`src/rtl/frame_snapshot_buffer.sv`:
```
// rtl/frame_snapshot_buffer.sv - frame-coherent shadow/active bank for game state entering the VGA pipeline
// Optional macro SNAP_DROP_CNT_EN enables the saturating drop counter; otherwise drop_cnt is tied to 0.
module frame_snapshot_buffer #(
    parameter int NUM_OBS      = 10,
    parameter int X_W          = 10,
    parameter int Y_W          = 9,
    parameter int MODE_W       = 2,
    parameter int SYNC_STAGES  = 2,
    parameter int RST_X        = 700,
    parameter int RST_Y        = 500,
    parameter int RST_PLAYER_Y = 240
) (
    input  logic                     clk,
    input  logic                     rst_n_debounced,
    input  logic                     game_tick,
    input  logic                     vblank,
    input  logic [NUM_OBS*X_W-1:0]   obs_x_left_in,
    input  logic [NUM_OBS*X_W-1:0]   obs_x_right_in,
    input  logic [NUM_OBS*Y_W-1:0]   obs_y_up_in,
    input  logic [NUM_OBS*Y_W-1:0]   obs_y_down_in,
    input  logic [Y_W-1:0]           player_y_in,
    input  logic [MODE_W-1:0]        gamemode_in,
    output logic [NUM_OBS*X_W-1:0]   obs_x_left_out,
    output logic [NUM_OBS*X_W-1:0]   obs_x_right_out,
    output logic [NUM_OBS*Y_W-1:0]   obs_y_up_out,
    output logic [NUM_OBS*Y_W-1:0]   obs_y_down_out,
    output logic [Y_W-1:0]           player_y_out,
    output logic [MODE_W-1:0]        gamemode_out,
    output logic                     frame_commit,
    output logic                     snapshot_valid,
    output logic [7:0]               drop_cnt
);

    localparam int XB = NUM_OBS * X_W;
    localparam int YB = NUM_OBS * Y_W;
    localparam logic [X_W-1:0] RST_X_CH = X_W'(RST_X);
    localparam logic [Y_W-1:0] RST_Y_CH = Y_W'(RST_Y);
    localparam logic [XB-1:0]  RST_XB   = {NUM_OBS{RST_X_CH}};
    localparam logic [YB-1:0]  RST_YB   = {NUM_OBS{RST_Y_CH}};
    localparam logic [Y_W-1:0] RST_PY   = Y_W'(RST_PLAYER_Y);

    typedef enum logic {EMPTY, PENDING} state_t;

    state_t state, state_next;

    logic [SYNC_STAGES-1:0] tick_sync, vb_sync;
    logic                   tick_hist, vb_hist;
    logic [SYNC_STAGES:0]   fill;
    logic                   cap_evt, vb_evt;
    logic                   load_shadow, commit;

    logic [XB-1:0]     sh_xl, sh_xr;
    logic [YB-1:0]     sh_yu, sh_yd;
    logic [Y_W-1:0]    sh_py;
    logic [MODE_W-1:0] sh_gm;

    // fill marks when the history flops hold real samples, so a level already
    // high at reset release is not mistaken for an edge
    always_ff @(posedge clk or negedge rst_n_debounced) begin
        if (!rst_n_debounced) begin
            tick_sync <= '0;
            vb_sync   <= '0;
            tick_hist <= 1'b0;
            vb_hist   <= 1'b0;
            fill      <= '0;
        end else begin
            tick_sync <= {tick_sync[SYNC_STAGES-2:0], game_tick};
            vb_sync   <= {vb_sync[SYNC_STAGES-2:0], vblank};
            tick_hist <= tick_sync[SYNC_STAGES-1];
            vb_hist   <= vb_sync[SYNC_STAGES-1];
            fill      <= {fill[SYNC_STAGES-1:0], 1'b1};
        end
    end

    assign cap_evt = fill[SYNC_STAGES] & tick_hist & ~tick_sync[SYNC_STAGES-1];
    assign vb_evt  = fill[SYNC_STAGES] & ~vb_hist & vb_sync[SYNC_STAGES-1];

    always_ff @(posedge clk or negedge rst_n_debounced) begin
        if (!rst_n_debounced) state <= EMPTY;
        else                  state <= state_next;
    end

    always_comb begin
        state_next  = state;
        load_shadow = 1'b0;
        commit      = 1'b0;
        case (state)
            EMPTY: begin
                if (cap_evt) begin
                    load_shadow = 1'b1;
                    state_next  = PENDING;
                end
            end
            PENDING: begin
                load_shadow = cap_evt;
                commit      = vb_evt;
                if (vb_evt && !cap_evt) state_next = EMPTY;
            end
            default: state_next = EMPTY;
        endcase
    end

    always_ff @(posedge clk or negedge rst_n_debounced) begin
        if (!rst_n_debounced) begin
            sh_xl <= RST_XB;
            sh_xr <= RST_XB;
            sh_yu <= RST_YB;
            sh_yd <= RST_YB;
            sh_py <= RST_PY;
            sh_gm <= '0;
        end else if (load_shadow) begin
            sh_xl <= obs_x_left_in;
            sh_xr <= obs_x_right_in;
            sh_yu <= obs_y_up_in;
            sh_yd <= obs_y_down_in;
            sh_py <= player_y_in;
            sh_gm <= gamemode_in;
        end
    end

    // active bank takes the pre-edge shadow, so a coincident capture lands next frame
    always_ff @(posedge clk or negedge rst_n_debounced) begin
        if (!rst_n_debounced) begin
            obs_x_left_out  <= RST_XB;
            obs_x_right_out <= RST_XB;
            obs_y_up_out    <= RST_YB;
            obs_y_down_out  <= RST_YB;
            player_y_out    <= RST_PY;
            gamemode_out    <= '0;
            frame_commit    <= 1'b0;
            snapshot_valid  <= 1'b0;
        end else begin
            frame_commit <= commit;
            if (commit) begin
                obs_x_left_out  <= sh_xl;
                obs_x_right_out <= sh_xr;
                obs_y_up_out    <= sh_yu;
                obs_y_down_out  <= sh_yd;
                player_y_out    <= sh_py;
                gamemode_out    <= sh_gm;
                snapshot_valid  <= 1'b1;
            end
        end
    end

`ifdef SNAP_DROP_CNT_EN
    logic       drop_inc;
    logic [7:0] drop_q;

    assign drop_inc = (state == PENDING) & cap_evt & ~vb_evt;

    always_ff @(posedge clk or negedge rst_n_debounced) begin
        if (!rst_n_debounced)                 drop_q <= 8'd0;
        else if (drop_inc && drop_q != 8'hFF) drop_q <= drop_q + 8'd1;
    end

    assign drop_cnt = drop_q;
`else
    assign drop_cnt = 8'd0;
`endif

endmodule

```
`config.mk`:
```
export PLATFORM = sky130hd
export DESIGN_NAME = frame_snapshot_buffer
export DESIGN_NICKNAME = d
export VERILOG_FILES = /design/src/rtl/frame_snapshot_buffer.sv
export SDC_FILE = /design/constraint.sdc
export NUM_CORES = 1
export LEC_CHECK = 0
export CAP_MARGIN = 5
export CORE_AREA = 2 2 307 309
export DETAILED_ROUTE_END_ITERATION = 7
export DIE_AREA = 0 0 309 311
export GPL_ROUTABILITY_DRIVEN = 0
export GPL_TIMING_DRIVEN = 1
export MAX_ROUTING_LAYER = met4
export PLACE_DENSITY = 0.63
export SETUP_SLACK_MARGIN = 0.3
export SLEW_MARGIN = 5
export SYNTH_ARGS = -nofsm -noshare
export SYNTH_HDL_FRONTEND = slang
export SYNTH_SLANG_ARGS = --single-unit
```
`constraint.sdc`:
```
create_clock -name clk -period 2 [get_ports clk]
set_clock_uncertainty 0.2 [all_clocks]
set_input_delay 0.2 -clock clk [delete_from_list [all_inputs] [get_ports clk]]
set_output_delay 0.2 -clock clk [all_outputs]
set_load 0.01 [all_outputs]
```
-- Word level (Yosys, flattened, before mapping)
Index checks and enable logic that the tools add are counted.
- register bits: 794
- input port bits: 395
- word-level logic and storage cells: 34
- multiplexer cells: 5
- bitwise gates (word level): 7
- reductions and logical operators: 2
- operators by type and width (cell ; count):
    $and A1 B1 Y1 ; 4
    $pmux W1 S2 ; 2
    $mux W1 ; 3
    $not A1 Y1 ; 3
    $logic_and A1 B1 Y1 ; 1
    $logic_not A1 Y1 ; 1

-- Logic depth before layout (Yosys ltp)
- word-level depth: 6
- gate-level depth with buffers: 5

-- Worst setup path after synthesis
No wires, ideal clock.
- path kind: reg2reg
- start: reg fill[2]
- end: reg obs_x_left_out[0]
- setup time: 125 ps
- arrival: 1283 ps
- path slack: 392 ps
- cell stages (with the launch flop): 6
- buffers on the path: 3
- clock period less this slack: 1608 ps
- cells stage by stage: dfrtp_1 -> nand4b_1 -> buf_2 -> buf_6 -> buf_6 -> mux2_4
- longest elaborated chain between the ends: 3
- RTL lines (what ; line ; RTL):
    start: declaration ; 48 ; logic [SYNC_STAGES:0] fill;
    start signal: assignment ; 71 ; fill <= {fill[SYNC_STAGES-1:0], 1'b1};
    $and A1 B1 Y1 (2 in a row) ; 76 ; assign vb_evt = fill[SYNC_STAGES] & ~vb_hist & vb_sync[SYNC_STAGES-1];
    $mux W1 ; 87 ; case (state)
    end signal: assignment ; 135 ; obs_x_left_out <= sh_xl;
    end: declaration ; 23 ; output logic [NUM_OBS*X_W-1:0] obs_x_left_out,
No other way between the ends.
A chain may end at the register's enable or synchronous reset.

-- Worst setup path after layout
- start: reg vb_sync[1]
- end: reg obs_y_down_out[9]
- longest elaborated chain between the ends: 2
- RTL lines (what ; line ; RTL):
    start: declaration ; 46 ; logic [SYNC_STAGES-1:0] tick_sync, vb_sync;
    start signal: assignment ; 68 ; vb_sync <= {vb_sync[SYNC_STAGES-2:0], vblank};
    $and A1 B1 Y1 ; 76 ;
    $mux W1 ; 87 ;
    end signal: assignment ; 138 ; obs_y_down_out <= sh_yd;
    end: declaration ; 26 ; output logic [NUM_OBS*Y_W-1:0] obs_y_down_out,
No other way between the ends.

==> results.ini <==
[placed_design]
port_buffers = 787
dpl_cell_area_um2 = 41100
hpwl_mm = 57.7
dpl.cell_count = 3709

[clock_tree]
cts_tree = built
htree_levels = 3
cts_inserted_buffers = 87
clkSlewWorstSetupHoldPaths_ns = 0.06
root_buffer = clkbuf_16
clock_sinks = 794
clock_path_buffers = 3
insertion_delay_ns = 0.64

[detailed_routing]
drtPass1Iterations = 6
avgViaCountPerCell = 4.43
detail-route-antenna-nets = 0
wl_per_cell_um = 20.1
drc_errors = 0
vias = 19563
drt_iter0_drc = 887
wirelength_mm = 89.0

[synthesis]
yosys.cell_count.top_type = dfstp_2
seq_area_frac_synth = 0.648
syn_area_per_cell_um2 = 18.8
yosysWarnings = 0
synth_top_area_share = 0.406
synth_cells = 1679
ys_ff_latch = 794
synthFlopType = dfstp_2
synth_top_area_cell = dfstp_2
ys_async_sr_fraction = 1.00
netlist_area_um2 = 31600
synthTopCellsByCount = 488 x dfstp_2, 443 x mux2_2, 339 x mux2_4
synth.area.top_cells = dfstp_2 41%, dfrtp_1 24%, mux2_4 16%, mux2_2 16%, buf_6 2.9%
synth-edff-count = 0
yosysUniqueCellTypes = 15

[setup_path]
reg2regPathDepth = 6
criticalPathCategory = reg -> reg
cp-start-kind = flip-flop
critical_path.top_delay_family = buffers and inverters
crit_slowest_cell = dfrtp_1
reg2reg_slack_ns = 0.15
cp-startpoint = vb_sync[1]
cp-end-kind = flip-flop
crit_chain = nand4b_1 -> buf_6 -> buf_12 -> buf_12 -> buf_6 -> mux2_2
crit_required_ns = 2.32
crit_buf_inv = 4
cpPeakStageDelay_ns = 0.40
cp.depth = 6
path_max_fanout = 8
regToRegStartpoint = vb_sync[1]
critical_path_arrival_ns = 2.17
setup.worst_path.end = obs_y_down_out[9]
rr_endpoint = obs_y_down_out[9]

[power_and_ir_drop]
seq_power_share = 0.426
internal-power_uw = 46100
ir_drop_mv = 0.781
swShare = 0.268
comb_power_share = 0.309
leakagePower_uw = 0.0226
p_clk_frac = 0.264
p_per_area_nw_per_um2 = 1260
p_switching_uw = 16900

[sta]
setup_viol = 0
hold_viol_final = 0
max_freq_mhz = 541
whs_ns = 0.0525
slew_headroom = 0.611
period_share = 0.924
worst_pin_slew_ns = 0.584
drv_slew = 0
fin_tns_setup_ns = 0
period_needed_ns = 1.85
rsz0062_at_grt = true

[global_route]
grt_util_all_layers = 0.175
grt_overflow = 0
grt_max_degree = 96
antenna_found_initial = 8
grt_pass1_vias = 21583
grt_first_pass_wirelength_mm = 128

[finish]
drive_gt1_frac = 0.647
areaGrowthSynthToFinish_pct = 57.8
stdcell_count = 4417
fin_area_um2 = 49900
fill_cells = 7378
nets = 3479

[floorplan]
core_area_um2 = 92800
fp.dieW_um = 309
dieArea_um2 = 96100
die_h_um = 311
initial_core_util = 0.341
rows = 112
io_pins = 796

[outcome]
outcome = finished, final reports clean

[hold_path]
hp-class = in -> reg

[run]
cap_violations = 0

metal layers:
layer  vias to the layer above  wire (um)  global-route usage
met5                         -          0                   -
met4                         0       2960              0.0682
met3                       166       6410              0.0534
met2                       636      44700               0.290
met1                     10031      34900               0.198
li1                       8730          -                   -
power by group through the flow:
stage | Sequential, uW | Clock [uW] | Combinational [uW]
3_5_place_dp | 26500 | 0 | 18200
3_3_place_gp | 26300 | 0 | 17900
2_1_floorplan | 27400 | 0 | 6600
6_report | 26800 | 16600 | 19500
4_1_cts | 26400 | 17100 | 17500
5_1_grt | 27400 | 17800 | 20500
layout by cell type, fill, tap and decap left out, types with 2 or more instances in the layout:
cell type | Yosys | routed
buf_12 | 0 | 36
buf_16 | 0 | 15
buf_4 | 8 | 123
buf_6 | 80 | 251
buf_8 | 0 | 19
bufinv_16 | 0 | 8
clkbuf_1 | 0 | 13
clkbuf_16 | 0 | 119
clkbuf_2 | 0 | 147
clkbuf_8 | 0 | 25
clkdlybuf4s15_1 | 0 | 2
clkdlybuf4s50_1 | 0 | 393
clkinv_2 | 0 | 16
conb_1 | 2 | 9
dfrtp_1 | 306 | 306
dfstp_2 | 488 | 488
diode_2 | 0 | 8
dlygate4sd3_1 | 0 | 386
inv_6 | 0 | 7
mux2_2 | 443 | 410
mux2_4 | 339 | 372
state kept, by name, indices dropped and copies added (netlist names), 2 cells and up:
name / flops
obs_x_left_out: 100
obs_x_right_out: 100
sh_xl: 100
sh_xr: 100
obs_y_down_out: 90
obs_y_up_out: 90
sh_yd: 90
sh_yu: 90
player_y_out: 9
sh_py: 9
fill: 3
gamemode_out: 2
sh_gm: 2
tick_sync: 2
vb_sync: 2
worst register-to-register path, cell delays in order, from the launching register on:
cell and delay (ns):
dfrtp_1 0.40, nand4b_1 0.12, buf_6 0.15, buf_12 0.16, buf_12 0.18, buf_6 0.20, mux2_2 0.34
timing repair:
item                       4_1_cts  5_1_grt
pin swaps                        1        1
hold buffers                   386        0
setup endpoints to repair      850     1013
buffers inserted                25       85
gates cloned                     2       42
hold endpoints to repair       947        0
resized for setup             1091      818
cells by family (layout without fill, tap and decap cells):
logic type	after synthesis	in the layout	share of synthesized area
flip-flops	794	794	0.648
buffers and inverters	96	1565	0.0316
multiplexers	782	782	0.319
AO/OA/AOI/OAI	1	1	0.000158
AND/OR/NAND/NOR	4	4	0.00111
other	2	17	0.000238
final cells by class:
class / count / area, um2 / share of cell area
Clock buffer: 126 / 2590 / 0.0520
Sequential cell: 794 / 20500 / 0.411
Antenna cell: 8 / 20.0 / 0.000401
Timing Repair Buffer: 1403 / 14500 / 0.291
Clock inverter: 34 / 409 / 0.00820
Multi-Input combinational cell: 796 / 10300 / 0.206
Inverter: 2 / 20.0 / 0.000401
Tap cell: 1254 / 1570 / 0.0315
how the worst min path moves through the flow:
stage / cells after the start / to / slack, ns / from
floorplan: 0 / fill[0] / -0.30 / rst_n_debounced
global placement: 1 / obs_x_left_out[46] / -0.06 / rst_n_debounced
detailed placement: 1 / obs_x_left_out[46] / -0.06 / rst_n_debounced
CTS: 2 / sh_yd[19] / 0.002 / obs_y_down_in[19]
global route: 2 / sh_yd[12] / 0.02 / obs_y_down_in[12]
finish: 2 / sh_yd[12] / 0.05 / obs_y_down_in[12]
stage by stage:
step | utilization | setup WS (ns) | total power, uW
2_1_floorplan | - | 0.392 | 34000
3_3_place_gp | 0.443 | 0.0847 | 44200
3_5_place_dp | 0.443 | 0.0904 | 44700
4_1_cts | 0.517 | 0.124 | 61100
5_1_grt | 0.538 | 0.106 | 65700
6_report | 0.538 | 0.152 | 63000
Power figures use the tool's default switching activity.
